## config.mk

```make
export PLATFORM = sky130hd
export DESIGN_NAME = pc_sequencer
export DESIGN_NICKNAME = d
export VERILOG_FILES = /design/src/rtl/pc_sequencer.sv
export SDC_FILE = /design/constraint.sdc
export NUM_CORES = 1
export LEC_CHECK = 0
export ABC_AREA = 1
export BUFFER_PORTS_ARGS = -buffer_cell sky130_fd_sc_hd__buf_4
export CAP_MARGIN = 15
export CORE_UTILIZATION = 60
export CTS_BUF_LIST = sky130_fd_sc_hd__clkbuf_4
export CTS_CLUSTER_DIAMETER = 100
export DETAILED_ROUTE_END_ITERATION = 10
export HOLD_SLACK_MARGIN = 0.02
export PLACE_DENSITY_LB_ADDON = 0.12
export SYNTH_ARGS = -nofsm -noshare
export SYNTH_HDL_FRONTEND = slang
export SYNTH_SLANG_ARGS = --single-unit
```

## constraint.sdc

```tcl
create_clock -name clk -period 2.79 [get_ports clk]
set_clock_uncertainty 0.15 [all_clocks]
set_input_delay 0.4185 -clock clk [delete_from_list [all_inputs] [get_ports clk]]
set_output_delay 0.4185 -clock clk [all_outputs]
set_load 0.02 [all_outputs]
```

## src/rtl/pc_sequencer.sv

```systemverilog
// Fetch program-counter sequencer with redirect, return-address stack and
// user-mode fetch legality flag.
module pc_sequencer #(
   parameter logic [15:0] RESET_VECTOR = 16'h0200,
   parameter logic [15:0] USER_BASE    = 16'h0400,
   parameter int          DEPTH        = 4
) (
   input  logic                     clk,
   input  logic                     rst,
   input  logic                     J,
   input  logic [15:0]              J_R,
   input  logic                     Store_Current,
   input  logic                     reti,
   input  logic                     stall,
   input  logic [1:0]               Mode,
   output logic [15:0]              PC,
   output logic                     fetch_valid,
   output logic                     Illegal_PC_in,
   output logic [$clog2(DEPTH):0]   stack_depth,
   output logic                     overflow,
   output logic                     underflow
);

   localparam int PW = $clog2(DEPTH);

   typedef enum logic [1:0] {
      SEL_JUMP,
      SEL_POP,
      SEL_HOLD,
      SEL_INC
   } sel_t;

   sel_t           sel;
   logic [15:0]    stack_mem [DEPTH];
   logic [PW-1:0]  top;
   logic [PW-1:0]  top_m1;
   logic           push;
   logic           pop;
   logic           empty;
   logic           full;
   logic           unused_mode;

   // top points at the next free slot; when full it also addresses the oldest
   // entry, so a push while full overwrites it without extra logic.
   assign top_m1      = top - PW'(1);
   assign empty       = (stack_depth == '0);
   assign full        = (stack_depth == (PW+1)'(DEPTH));
   assign push        = J & Store_Current;
   assign pop         = reti & ~J & ~empty;
   assign unused_mode = Mode[0];

   assign Illegal_PC_in = fetch_valid & ~Mode[1] & (PC < USER_BASE);

   always_comb begin
      // NOTE: assign a default first so every path drives sel and no latch is inferred.
      sel = SEL_INC;
      if (J)
         sel = SEL_JUMP;
      else if (pop)
         sel = SEL_POP;
      else if (stall)
         sel = SEL_HOLD;
   end

   always_ff @(posedge clk) begin
      // NOTE: sequential state uses non-blocking assignments so all registers update together.
      if (!rst) begin
         PC          <= RESET_VECTOR;
         fetch_valid <= 1'b0;
         stack_depth <= '0;
         top         <= '0;
         overflow    <= 1'b0;
         underflow   <= 1'b0;
      end else begin
         underflow <= reti & ~J & empty;

         unique case (sel)
            SEL_JUMP: begin
               PC          <= J_R;
               fetch_valid <= 1'b0;
            end
            SEL_POP: begin
               PC          <= stack_mem[top_m1];
               fetch_valid <= 1'b0;
            end
            SEL_HOLD: begin
               PC          <= PC;
               fetch_valid <= fetch_valid;
            end
            SEL_INC: begin
               PC          <= PC + 16'd1;
               fetch_valid <= 1'b1;
            end
         endcase

         if (push) begin
            top <= top + PW'(1);
            if (full)
               overflow <= 1'b1;
            else
               stack_depth <= stack_depth + 1'b1;
         end else if (pop) begin
            top         <= top_m1;
            stack_depth <= stack_depth - 1'b1;
         end
      end
   end

   // NOTE: the stack array is deliberately not reset; depth gates every read,
   // so stale entries are never observed and the array can map to plain RAM.
   always_ff @(posedge clk) begin
      if (rst && push)
         stack_mem[top] <= PC;
   end

endmodule

```

==> impl_metrics.py <==
metrics = {
    "status": {
        "outcome": "completed",
    },
    "worst_hold_path": {
        "min_path_type": "in2reg",
        "min_to": "PC[4]",
        "hold_start": "J_R[4]",
        "min_delay_path_depth": 3,
    },
    "clock_network": {
        "path_clk_slew_ps": 130,
        "post_cts_resized": 0,
        "cts_buffers": 9,
        "cts-hold-fix-buffers": 0,
        "clock_sinks": 88,
        "cts_setup_buffers": 0,
        "clock_latency_ps": 420,
        "cts_max_level": 3,
        "cts_buffer_depth": 2,
        "tritoncts": "yes",
        "root_buffer": "clkbuf_4",
    },
    "synthesis": {
        "yosysTopAreaCell": "edfxtp_1",
        "synth_cell_types": 41,
        "ys.flop_type": "edfxtp_1",
        "yosysSeqAreaShare_pct": 57.5,
        "synth_edf_count": 64,
        "synth_top_area_share_pct": 46.0,
        "netlist_area_um2": 4180,
        "synth-seq-cells": 88,
        "yosys_warnings": 0,
        "syn_area_per_cell_um2": 9.18,
        "synth_area_leaders": "edfxtp_1 (46%), dfxtp_1 (12%), nand2_1 (11%)",
        "synth.net_count": 485,
        "synth-async-reset-ratio_pct": 0,
        "postSynthCellCount": 455,
    },
    "drt": {
        "wl_met1_um": 4060,
        "drt-wirelength-per-cell_um": 15.6,
        "first_iter_violations": 299,
        "num_vias": 3294,
        "top_layer": "met4",
        "routed_wl_um": 9200,
        "wl_met2_um": 4280,
        "firstDrtPassIters": 5,
        "wl_met3_um": 731,
        "via_per_inst": 5.58,
        "drc": 0,
        "drtAntennaViolNets": 0,
    },
    "sta": {
        "worst_pin_slew_ps": 589,
        "slew_headroom_pct": 60.5,
        "min_period_ps": 2300,
        "drv_slew": 0,
        "finalSetupViolCount": 0,
        "whs_ps": 108,
        "hold_violations": 0,
        "rsz0062_at_grt": "no",
        "max_freq_mhz": 435,
        "finalSetupTns_ps": 0,
        "period_share_pct": 82.3,
    },
    "critical_path": {
        "r2r-end": "PC[5]",
        "worstPathMaxFanout": 17,
        "path_common_cell": "nand2_1",
        "r2r-start": "top[1]",
        "crit_chain": "inv_1 > ha_1 > clkinv_1 > nor2_1 > o21ai_0 > nand2_1 > nand2_1 > nand2_1 > inv_1 > a21oi_1",
        "worstSetupStartpointType": "flip-flop",
        "worst-path-buf-inv": 3,
        "r2r_cells": 10,
        "required_ps": 2990,
        "slowest_stage": "clkinv_1",
        "slowest_delay_ps": 480,
        "worstSetupPathType": "reg2reg",
        "path_delay_family": "buffers and inverters",
        "rrSetupSlack_ps": 490,
        "endpoint_kind": "flip-flop",
        "cp.arrival_ps": 2490,
    },
    "placement": {
        "io_buffers": 45,
        "dpl.hpwl_um": 6150,
        "globalplace.congestion": 0.823,
    },
    "power": {
        "power_density_nw_per_um2": 592,
        "p_leak_uw": 0.00199,
        "ir_drop_v": 0.000331,
    },
    "floorplan": {
        "chipHeight_um": 85.4,
        "rows": 30,
        "initial_core_util_pct": 61.8,
        "coreArea_um2": 6760,
        "die_w_um": 85.4,
        "io_pins": 47,
        "fp.dieArea_um2": 7300,
    },
    "global_route": {
        "grt_max_degree": 37,
        "grt_pass1_wl_um": 15100,
        "grt.overflow.total": 0,
        "grt_pass1_vias": 3098,
        "antenna_found_initial": 0,
        "groute.usage.overall_pct": 27.7,
    },
    "final_layout": {
        "final_common_cell": "nand2_1",
        "diodes": 0,
        "drive_above_1_share_pct": 16.9,
        "nets": 535,
        "fill_cells": 541,
        "syn_to_final_growth_pct": 13.5,
        "final_cell_mix": "nand2_1 (117), edfxtp_1 (64), buf_4 (56)",
    },
    "flow_run": {
        "cap_violations": 0,
    },
}
sequential cells by signal (all words and copies together), names as in the netlist:
name	cells
PC	16
fetch_valid	1
overflow	1
stack_depth	3
stack_mem	64
top	2
underflow	1
logic make-up (layout without fill, tap and decap cells):
group	Yosys count	in the layout	synth area share, %
compound gates	57	57	7.76
buf+inv	62	117	6.44
mux	1	1	0.240
flops	88	88	57.5
fa+ha+maj	6	6	1.98
xor+xnor	6	6	1.26
simple gates	235	235	24.8
cell type report:
type | instances | area (um^2) | share of cell area (%)
Clock buffer | 10 | 75.1 | 1.58
Clock inverter | 6 | 60.1 | 1.27
Inverter | 45 | 176 | 3.72
Multi-Input combinational cell | 305 | 1510 | 31.8
Sequential cell | 88 | 2400 | 50.7
Tap cell | 80 | 100 | 2.11
Timing Repair Buffer | 56 | 420 | 8.87
through the flow:
stage	area (um^2)	power, uW	util, %	cells	setup WS (ps)
final	4740	2810	70.2	590	493
after CTS	4740	2810	70.2	590	508
after detailed placement	4610	2140	68.2	574	557
after floorplan	4180	1940	-	455	619
after global routing	4740	2930	70.2	590	297
after global placement	4610	2120	68.2	574	644
layer usage:
| layer | global-route usage, % | vias to the layer above |
|---|---|---|
| li1 | - | 1614 |
| met1 | 40.5 | 1531 |
| met2 | 41.1 | 141 |
| met3 | 5.45 | 8 |
| met4 | 10.8 | 0 |
| met5 | 0 | - |
worst max-delay path by stage:
stage / startpoint / end / slack [ps] / cells past startpoint
global placement: top[1] / PC[3] / 640 / 10
global route: top[1] / PC[5] / 300 / 10
CTS: top[1] / PC[5] / 510 / 10
finish: top[1] / PC[5] / 490 / 10
floorplan: top[0] / stack_mem[0][0] / 620 / 6
detailed placement: top[1] / PC[3] / 560 / 10
power by group:
group	total, uW	internal [uW]	switching [uW]
Combinational	545	196	349
Clock	695	279	416
Sequential	1560	1480	88.1
worst min-delay path: stages:
cell and delay [ps]:
buf_4 110, nand2_1 50, a21oi_1 60
Yosys cell counts (3+ instances only):
library cell	count
clkbuf_1	6
o21ai_0	27
inv_1	41
dfxtp_1	24
edfxtp_1	64
ha_1	5
nand3_1	54
inv_4	3
a21oi_1	17
nor2_1	48
xor2_1	4
nand2_1	117
buf_2	7
(Power assumes the default switching activity.)
